**config.mk**
```make
export PLATFORM = sky130hd
export DESIGN_NAME = gol_sequencer
export DESIGN_NICKNAME = d
export VERILOG_FILES = /design/src/rtl/gol_pkg.sv /design/src/rtl/gol_interval_timer.sv /design/src/rtl/gol_sequencer.sv
export SDC_FILE = /design/constraint.sdc
export NUM_CORES = 1
export LEC_CHECK = 0
export CAP_MARGIN = 40
export CORE_AREA = 2 2 106 82
export CTS_CLUSTER_DIAMETER = 50
export CTS_CLUSTER_SIZE = 20
export DETAILED_ROUTE_END_ITERATION = 16
export DIE_AREA = 0 0 108 84
export HOLD_SLACK_MARGIN = 0.06
export PLACE_DENSITY = 0.76
export REMOVE_ABC_BUFFERS = 1
export SYNTH_ARGS = -nofsm -noshare
export SYNTH_HDL_FRONTEND = slang
export SYNTH_SLANG_ARGS = --single-unit
```
**constraint.sdc**
```tcl
create_clock -name clk -period 2.7 [get_ports clk]
set_input_delay 0.405 -clock clk [delete_from_list [all_inputs] [get_ports clk]]
set_output_delay 0.405 -clock clk [all_outputs]
set_load 0.05 [all_outputs]
```
**src/rtl/gol_pkg.sv**
```systemverilog
// Shared definitions for the Game of Life engine controller: sequencer state
// encodings, board geometry and default timing constants.
package gol_pkg;

  typedef enum logic [2:0] {
    ST_BOOT   = 3'd0,
    ST_INIT   = 3'd1,
    ST_IDLE   = 3'd2,
    ST_UPDATE = 3'd3,
    ST_COPY   = 3'd4
  } state_e;

  localparam int logWIDTH   = 6;
  localparam int logHEIGHT  = 5;
  localparam int BOARD_SIZE = 1 << (logWIDTH + logHEIGHT);

  localparam int CLOCK_FREQ              = 24000000;
  localparam int DEFAULT_UPDATE_INTERVAL = 2400000;

endpackage

```
**src/rtl/gol_interval_timer.sv**
```systemverilog
// Generation pacing: saturating interval timer scaled by speed, vsync rising
// edge detector and the frame-aligned trigger for the sequencer FSM.
module gol_interval_timer
  import gol_pkg::*;
#(
  parameter int UPDATE_INTERVAL = DEFAULT_UPDATE_INTERVAL,
  parameter int TIMER_W         = 24
) (
  input  logic       clk,
  input  logic       rst_n,
  input  logic [1:0] speed,
  input  logic       vsync,
  input  logic       run,
  input  logic       in_idle,
  input  logic       step_pend,
  output logic       trigger
);

  localparam logic [TIMER_W-1:0] INTERVAL_BASE = TIMER_W'(UPDATE_INTERVAL);

  logic [TIMER_W-1:0] timer_q, timer_d;
  logic [TIMER_W-1:0] interval;
  logic               vsync_q;
  logic               vs_rise;
  logic               expired;

  // IDLE is only ever left through a trigger, so the trigger doubles as the
  // clear for the next interval.
  always_comb begin
    interval = INTERVAL_BASE >> speed;
    expired  = (timer_q >= interval);
    vs_rise  = vsync & ~vsync_q;
    trigger  = in_idle & vs_rise & ((run & expired) | (~run & step_pend));
    timer_d  = timer_q;
    if (trigger) begin
      timer_d = '0;
    end else if (in_idle && run && !expired) begin
      timer_d = timer_q + 1'b1;
    end
  end

  always_ff @(posedge clk or negedge rst_n) begin
    if (!rst_n) begin
      timer_q <= '0;
      vsync_q <= 1'b0;
    end else begin
      timer_q <= timer_d;
      vsync_q <= vsync;
    end
  end

endmodule

```
**src/rtl/gol_sequencer.sv**
```systemverilog
// Central Game of Life controller: sequences INIT / UPDATE / COPY engines via
// req/done handshakes, counts generations and watchdogs stuck engines.
module gol_sequencer
  import gol_pkg::*;
#(
  parameter int UPDATE_INTERVAL = DEFAULT_UPDATE_INTERVAL,
  parameter int TIMER_W         = 24,
  parameter int WATCHDOG        = 4096,
  parameter int GEN_W           = 16
) (
  input  logic             clk,
  input  logic             rst_n,
  input  logic             run,
  input  logic             step,
  input  logic             randomize,
  input  logic [1:0]       speed,
  input  logic             vsync,
  output logic             init_req,
  input  logic             init_done,
  output logic             update_req,
  input  logic             update_done,
  output logic             copy_req,
  input  logic             copy_done,
  output logic             busy,
  output logic [GEN_W-1:0] generation,
  output logic             wd_error,
  output logic [2:0]       state
);

  localparam int             WD_W    = $clog2(WATCHDOG) + 1;
  localparam logic [WD_W-1:0] WD_LAST = WD_W'(WATCHDOG - 1);

  state_e             state_q, state_d;
  logic               step_pend_q, step_pend_d;
  logic [WD_W-1:0]    wd_cnt_q, wd_cnt_d;
  logic [GEN_W-1:0]   gen_q, gen_d;
  logic               wd_error_q, wd_error_d;
  logic               init_req_q, init_req_d;
  logic               update_req_q, update_req_d;
  logic               copy_req_q, copy_req_d;
  logic               busy_q, busy_d;
  logic               trigger;
  logic               wd_expired;
  logic               in_engine;

  gol_interval_timer #(
    .UPDATE_INTERVAL (UPDATE_INTERVAL),
    .TIMER_W         (TIMER_W)
  ) u_timer (
    .clk       (clk),
    .rst_n     (rst_n),
    .speed     (speed),
    .vsync     (vsync),
    .run       (run),
    .in_idle   (state_q == ST_IDLE),
    .step_pend (step_pend_q),
    .trigger   (trigger)
  );

  always_comb begin
    state_d    = state_q;
    gen_d      = gen_q;
    wd_error_d = wd_error_q;
    wd_expired = (wd_cnt_q == WD_LAST);
    in_engine  = (state_q == ST_INIT) || (state_q == ST_UPDATE) || (state_q == ST_COPY);

    // A done pulse wins over a simultaneous watchdog expiry.
    case (state_q)
      ST_BOOT: state_d = ST_INIT;
      ST_INIT: begin
        if (init_done) begin
          state_d = ST_IDLE;
          gen_d   = '0;
        end else if (wd_expired) begin
          state_d    = ST_IDLE;
          wd_error_d = 1'b1;
        end
      end
      ST_IDLE: begin
        if (trigger) begin
          state_d = randomize ? ST_INIT : ST_UPDATE;
        end
      end
      ST_UPDATE: begin
        if (update_done) begin
          state_d = ST_COPY;
        end else if (wd_expired) begin
          state_d    = ST_IDLE;
          wd_error_d = 1'b1;
        end
      end
      ST_COPY: begin
        if (copy_done) begin
          state_d = ST_IDLE;
          gen_d   = gen_q + 1'b1;
        end else if (wd_expired) begin
          state_d    = ST_IDLE;
          wd_error_d = 1'b1;
        end
      end
      default: state_d = ST_IDLE;
    endcase

    step_pend_d = (step_pend_q & ~trigger) | step;

    wd_cnt_d = '0;
    if (state_d == state_q && in_engine) begin
      wd_cnt_d = wd_cnt_q + 1'b1;
    end

    init_req_d   = (state_d == ST_INIT);
    update_req_d = (state_d == ST_UPDATE);
    copy_req_d   = (state_d == ST_COPY);
    busy_d       = (state_d != ST_IDLE);
  end

  always_ff @(posedge clk or negedge rst_n) begin
    if (!rst_n) begin
      state_q      <= ST_BOOT;
      step_pend_q  <= 1'b0;
      wd_cnt_q     <= '0;
      gen_q        <= '0;
      wd_error_q   <= 1'b0;
      init_req_q   <= 1'b0;
      update_req_q <= 1'b0;
      copy_req_q   <= 1'b0;
      busy_q       <= 1'b0;
    end else begin
      state_q      <= state_d;
      step_pend_q  <= step_pend_d;
      wd_cnt_q     <= wd_cnt_d;
      gen_q        <= gen_d;
      wd_error_q   <= wd_error_d;
      init_req_q   <= init_req_d;
      update_req_q <= update_req_d;
      copy_req_q   <= copy_req_d;
      busy_q       <= busy_d;
    end
  end

  assign init_req   = init_req_q;
  assign update_req = update_req_q;
  assign copy_req   = copy_req_q;
  assign busy       = busy_q;
  assign generation = gen_q;
  assign wd_error   = wd_error_q;
  assign state      = state_q;

endmodule

```
# Word level (Yosys, flattened, before mapping)
# Cells that the tools add are included.
# word_totals
register_bits	63
latchBits	0
mem_bits_rw	0
romBits	0
input_bits	11
output_inout_bits	24
word_cells	72
memories	0
# op_classes
n_addsub	3
n_mul	0
n_div	0
magnitude_cmp	1
n_eq_ne	15
shift	1
mux	18
n_bitwise	11
reduce_logical	12
# op_table
operator	count
$mux 24	2
$mux 16	2
$pmux 16 s2	1
$add 24x1->24 const B	1
$ge 24x24->1	1
$shr 22x2->24 const A	1
$add 16x1->16 const B	1
$mux 3	5
$pmux 3 s5	1
$add 13x1->13 const B	1
$eq 13x12->1 const B	1
$mux 13	1
$ne 2x2->1 const B	5
$eq 3x2->1 const B	3
$and 1x1->1	6
$eq 3x1->1 const B	2
$eq 3x3->1 const B	2
$mux 1	4
$reduce_and 4->1	1
$reduce_bool 2->1	2
$eq 3x3->1	1
$logic_and 1x1->1	3
$logic_not 3->1	1
$ne 3x2->1 const B	1
8 further kinds	12

# Longest topological paths before layout
# logic_depth
word_depth	10
depth_mapped	11
mapped_depth_nobuf	9

# Cells and area by module
# From an unflattened synthesis, not the netlist that was laid out.
# hier_totals
hier_cells	393
area_unflattened_um2	3888.7
# by_module_without_submodules
module	n_inst	cells_per_inst	area_per_inst_um2	seq_area_each_um2
gol_sequencer	1	197	2024.4	950.9
gol_interval_timer	1	196	1864.3	625.6

# Least setup slack after synthesis
# No wires, ideal clock.
# synth_path
path_type	input-to-reg
start	in speed[0]
end	reg state_q[1], in the netlist state[1]
setup_ns	0.127
arrival_time_ns	2.278
t_required_ns	2.573
path_slack_ns	0.295
cell_stages	8
path_buffers	0
cell_sequence	inv_1 -> ha_1 -> ha_1 -> nand4_1 -> nor4_2 -> a311o_1 -> nor3_4 -> or2_2
# synth_via
elab_chain_len	7
# synth_lines
element	line_no	rtl
from (decl)	gol_sequencer.sv:16	input logic [1:0] speed,
$shr 22x2->24	gol_interval_timer.sv:30	interval = INTERVAL_BASE >> speed;
$ge 24x24->1	gol_interval_timer.sv:31	expired = (timer_q >= interval);
$and 1x1->1	gol_interval_timer.sv:33	trigger = in_idle & vs_rise & ((run & expired) | (~run & step_pend));
$or 1x1->1	gol_interval_timer.sv:33	
$and 1x1->1	gol_interval_timer.sv:33	
$mux 3	gol_sequencer.sv:80	if (trigger) begin
$pmux 3 s5	gol_sequencer.sv:68	case (state_q)
via state_d[1]	gol_sequencer.sv:33	state_e state_q, state_d;
to (signal assigned)	gol_sequencer.sv:129	state_q <= state_d;
to (decl)	gol_sequencer.sv:33	
# The timed path passes the listed nets, and every way through them passes these cells.
# A chain may end at the register's enable or synchronous reset.

# Worst setup path after layout
# layout_path
start	in speed[1]
end	reg state_q[1], in the netlist state[1]
# The elaborated chain is that of the path after synthesis.

==> results by group <==
Status
  – Status: completed

Setup path
  – Crit path buf inv count: 5
  – Crit path capture type: register
  – Crit path depth: 12
  – Worst path top cell family by delay: buffers and inverters
  – CP max stage delay: around 0.49 ns
  – R2R depth: 6
  – Critical path peak fanout: 8
  – Crit Path Class: primary input to register
  – Crit path cell chain: clkdlybuf4s50_1, buf_4, ha_1, inv_2, ha_4, nand4_1, nor4_4, a311o_1, buf_6, nor3_4, buf_12, or2_2
  – Req. time, crit path: between 2 and 3 ns
  – Worst path arrival time: approximately 2.9 ns
  – Startpoint type of the worst setup path: primary input
  – Slowest CP cell: clkdlybuf4s50_1

Drt
  – Routed Antenna Nets: 0
  – Detailed router's first-iteration violation count: between 200 and 300
  – Total vias in the final route: 3336
  – First-pass DRT Iterations: 5
  – Remaining DRCs: 0
  – WL final: roughly 9300 um
  – Via density: 5.732
  – Routed wire per std cell: 15.99 um

Die
  – Row cnt: 29
  – Die height: about 84 um
  – Initial Util: 0.4644
  – Die footprint: 9072 sq um
  – Core Region: about 8200 sq um
  – IO Pins: 35
  – Die X-Extent: around 110 um

Clock network
  – Htree depth: 3
  – CTS max path bufs: 2
  – Number of buffers created by CTS: 9
  – Clock Pin Slew Worst Setup and Hold Paths: around 0.07 ns
  – CTS sink count: 63
  – Root buf cell: clkbuf_8
  – Worst skew pair latency: between 0.3 and 0.4 ns
  – CTS tree: yes
  – Cts hold-fix bufs: 0

Logic synthesis
  – YS warnings: 0
  – Post-synthesis cell type count: 56
  – Cells after Synth: approximately 400
  – Top area cells in the synthesized netlist: dfrtp_1 (42%), ha_1 (8.3%), nand2_1 (4.3%)
  – Top FF cell, synth: dfrtp_1
  – Yosys top cell by area: dfrtp_1
  – Mapped Area: around 3800 sq um
  – Async SR Flop Fraction: 1.000
  – Synth Area per Inst: 9.431 sq um
  – Yosys top cell area share: 0.4158
  – Number of synthesized flops with an enable pin: 0
  – Register area share after synthesis: 0.4158
  – #FFs+latches synth: 63

Global routing
  – Largest net degree at the start of global routing: 29
  – Vias in the first global route: between 3000 and 4000
  – Total gr overflow: 0
  – Global-route wire length before repair: about 15000 um
  – Initial antenna violation count: 0
  – Global Route Usage Sum: 0.2110

Power
  – Int Power: between 2 and 2.5 mW
  – Net Switching: between 1.5 and 2 mW
  – Clock share of power: 0.172
  – Power per Cell Area: 863.5 nW/um^2
  – Leak: approximately 2 nW
  – Sequential fraction of design power: 0.384
  – Logic pwr share: 0.444
  – Peak VDD IR: between 0.5 and 0.6 mV
  – Total Power: ~4.1 mW
  – Sw Share: 0.4395

STA
  – Fmax achieved: about 380 MHz
  – Relative slew margins: 0.5216
  – Slew Viols, Final: 0
  – Tmin final: about 2.6 ns
  – TNS Setup: 0 ns
  – # setup viols final: 0
  – Part of the cycle the worst path needs: 0.9765
  – Setup ws final: approximately 0.063 ns
  – Layout Skew: between 0.006 and 0.007 ns
  – Fin. Hold Viols: 0
  – Worst-margin pin slew: 0.7110 ns

Flow run
  – MaxCap Viol Count: 0

Placement
  – HPWL Detailed: 6455 um
  – GP Congestion: between 0.8 and 0.9
  – Pre-CTS setup slack: -0.4723 ns
  – IO Port Bufs: 34
  – Post-DP Area: between 4000 and 5000 sq um

Hold path
  – Worst hold path type: primary input to asynchronous set/reset pin

Layout
  – Antenna cells: 0
  – Layout area overhead: 24.42%
  – Post-layout util: 0.5778
  – NumNets Final: a little over 500
  – Most frequent cells in the layout: dfrtp_1 (63), nand2_1 (43), nor2_1 (39)
  – Most common cell after layout, fill and taps aside: dfrtp_1
  – Design Area, Final: around 4700 sq um
  – Proportion of layout cells with a drive suffix above 1: 0.1477
-- metrics by stage --
step / hold WS [ns] / instances
CTS: 0.1138 / 577
detailed placement: 0.4575 / 560
global route: 0.1378 / 582
global placement: 0.4528 / 560
floorplan: 0.1094 / 392
finish: 0.1047 / 582
-- routing by layer --
layer  part of all wire  wire length, um  track usage
met2               0.48             4460       0.3391
met5                  0                0            0
met3              0.055              513      0.04528
met4              0.012              116      0.05828
met1               0.45             4219       0.2881
-- logic make-up (layout without fill, tap and decap cells) --
group                    Yosys count  count (layout)  share of synthesized area
AND/OR/NAND/NOR                  180             180                     0.2564
AO/OA/AOI/OAI                     72              72                     0.1340
flip-flops                        63              63                     0.4158
buffers and inverters             31             103                    0.03597
adder cells (fa/ha/maj)           25              25                    0.08251
XOR/XNOR                          21              21                    0.04852
multiplexers                      10              10                    0.02673
-- registers in the layout, summed over array words and instances (netlist names) --
| name | cells |
|---|---|
| update_req | 1 |
| wd_error | 1 |
| wd_cnt_q | 13 |
| u_timer.timer_q | 24 |
| init_req | 1 |
| state | 3 |
| generation | 16 |
| u_timer.vsync_q | 1 |
| busy | 1 |
| copy_req | 1 |
| step_pend_q | 1 |
-- path summary, 6_finish.rpt --
check / startpoint / endpoint / slack, ns
setup / recovery: speed[1] / state[1] / 0.06
hold / removal: rst_n / generation[9] / 0.10
setup reg to reg: u_timer.timer_q[0] / u_timer.timer_q[18] / 0.40
hold reg to reg: wd_error / wd_error / 0.47
max in group asynchronous: rst_n / u_timer.timer_q[21] / 1.88
min in group clk: wd_error / wd_error / 0.47
-- synthesized netlist by cell type (2+ instances only) --
cell and n:
a211oi_1 3, o21ai_1 3, and2_1 5, nor4_1 3, buf_2 4, nor3_1 10
inv_1 21, nand2_1 43, nand2b_1 6, buf_6 2, nand3_1 21, or4_1 4
xnor2_1 8, ha_1 25, o221ai_1 6, nor2_1 39, dfrtp_1 63, and3_1 7
o211ai_1 4, a21o_1 2, nor3b_1 2, or3_1 3, a21oi_1 15, nor4_2 2
and4_1 8, nor2b_1 3, nand3b_1 2, mux2i_1 9, o21ai_0 12, nand4_1 15
clkbuf_1 4, o22ai_1 12, xor2_1 13
-- power groups by stage --
stage | registers [mW] | clock network, mW | logic [mW]
2_1_floorplan | 1.64 | 0 | 0.913
3_3_place_gp | 1.54 | 0 | 1.61
3_5_place_dp | 1.55 | 0 | 1.67
4_1_cts | 1.54 | 0.720 | 1.70
5_1_grt | 1.60 | 0.775 | 1.99
6_report | 1.56 | 0.700 | 1.81
-- layout make-up --
type                            instances  area [sq um]
Fill cell                             670          3447
Inverter                               21         78.83
Multi-Input combinational cell        308          2150
Timing Repair Buffer                   66         611.8
Sequential cell                        63          1577
Clock buffer                           10         127.6
Clock inverter                          6         37.54
Tap cell                              108         135.1
-- what timing repair did --
item,4_1_cts,5_1_grt
pin swaps,2,3
setup buffers,1,4
gates resized for setup,2,13
gates cloned,0,1
hold endpoints to repair,0,0
endpoints found under the setup margin,7,26
Note: power is estimated with default switching activity, not from simulation.
==> RTL edit: new RTL, config.mk and constraints unchanged <==
Set the package constant `DEFAULT_UPDATE_INTERVAL` to 1800000 (it was 2400000).
--- a/src/rtl/gol_pkg.sv
+++ b/src/rtl/gol_pkg.sv
@@ -15,7 +15,7 @@
   localparam int BOARD_SIZE = 1 << (logWIDTH + logHEIGHT);
 
   localparam int CLOCK_FREQ              = 24000000;
-  localparam int DEFAULT_UPDATE_INTERVAL = 2400000;
+  localparam int DEFAULT_UPDATE_INTERVAL = 1800000;
 
 endpackage
 
Formal check against the unedited RTL: same outputs for any inputs over 10 cycles, from zero or initial values and one cycle with rst_n low; that may be too few to reach the edited logic, so the function may still have changed.
==> RTL edit against the original RTL <==
  * Largest cell class unchanged
  * Wire length down 8.8%
  * Clock skew rose by 9.1 ps
  * Critical path depth increased by 1
  * Design area is 1.9% lower
  * Critical path type unchanged
  * Synthesized area shrank 2.8%
  * Sequential cell count stayed put
  * Worst setup slack improved by 84 ps
  * Sequential share of layout area is 0.65 points higher
Power is not compared: it rests on default switching activity, and its combinational part moved more than twofold at a synthesized area within 25%.
==> RTL edit: results (changes against the original RTL) <==
Status
  • Outcome: finished, final reports clean

Layout
  • Final #Nets: 494 (-2.2%)
  • Multi-input gates: 301 (-2.3%)
  • Max reg flops: 24 (unchanged)
  • Clock-cell share of area: 0.0487 (+0.0137)
  • Sequential share of cell area: 0.341 (+0.00651)
  • Fraction of area in multi-input gates: 0.438 (-0.0179)
  • Number of non-clock inverters in the layout: 19 (-9.5%)
  • Final Util: 0.567 (-0.0110)
  • Filler Cell Count: 683 (+1.9%)
  • Signal buffers: 67 (+1.5%)
  • Share of cells above drive strength 1: 0.152 (+0.00468)

Global route
  • First-pass GRT wire length: 14,400 um (-5.6%)
  • Pin count of the biggest net entering global routing: 64 (+120%)
  • Vias in the first global route: 2,947 (-7.6%)
  • GRT Util Overall: 0.200 (-0.0113)
  • Initial antenna violation count: 0 (unchanged)

Placed design
  • RD Place Congestion: 0.939 (+17%)
  • Setup slack at placement: -631 ps (-159 ps)
  • Placed cell areas: 4330 um^2 (-1.8%)
  • Dpl cells: 556 (-0.71%)

Routing
  • Total number of vias: 3,100 (-7.1%)
  • WL met1: 4140 um (-1.9%)
  • Met3 wire len: 367 um (-28%)
  • DR iter-0 viols: 231 (-18%)
  • Max layer used: met4
  • Via density: 5.40 (-5.8%)
  • Wire length on met2: 3780 um (-15%)

Synth
  • Distinct cells, synth: 47 (-16%)
  • Async SR Flop Fraction: 1.00 (unchanged)
  • Area contributors post-synth: dfrtp_1 (43%), ha_1 (7.5%), xor2_1 (5.9%)
  • Top cells by count, synth: dfrtp_1 (63), nor2_1 (51), nand2_1 (28), xor2_1 (25), ha_1 (22)

Timing
  • Worst-Margin Slew: 800 ps (+89.4 ps)
  • Post-layout min period: 2550 ps (-83.8 ps)

Setup path
  • Critical Path Fanout Max: 5 (-3)
  • Worst r2r dst: u_timer.timer_q[9]
  • Slowest cell on crit path: or3_4
  • CP top delay family: simple AND/OR/NAND/NOR gates
  • Setup crit end: step_pend_q
  • Worst stage delay on the critical path: 370 ps (-120 ps)
  • Cell count of the worst reg-to-reg path: 9 (+3)
  • R2R Setup Slk: 180 ps (-220 ps)

Clock tree
  • Post_cts resized: 10 (+8)
  • Postcts setup bufs: 0 (-1)
[RTL edit: changes by cell type in the layout (fill, tap and decap cells not counted), sizes merged, moves of 4 or more]
| cell | before | now |
|---|---|---|
| xor2 | 13 | 25 |
| o22ai | 12 | 2 |
| or4 | 4 | 0 |
| or3 | 3 | 9 |
| o221ai | 6 | 0 |
| nand2 | 44 | 28 |
| nor2 | 39 | 51 |
[RTL edit: cell families (layout without fill, tap and decap cells)]
group | after synthesis | after routing | synth area share
and+or+nand+nor | 173 | 173 | 0.238
DFF | 63 | 63 | 0.428
AOI/OAI and AO/OA | 62 | 62 | 0.111
xor gates and xnor gates | 34 | 34 | 0.0808
buffers and inverters | 34 | 102 | 0.0394
adders and majority gates | 22 | 22 | 0.0747
muxes | 10 | 10 | 0.0278
[RTL edit: per-layer routing]
metal | vias up | global-route usage
met5 | - | 0
met4 | 0 | 0.0699
met2 | 78 | 0.300
met1 | 1468 | 0.283
li1 | 1534 | -
met3 | 20 | 0.0437
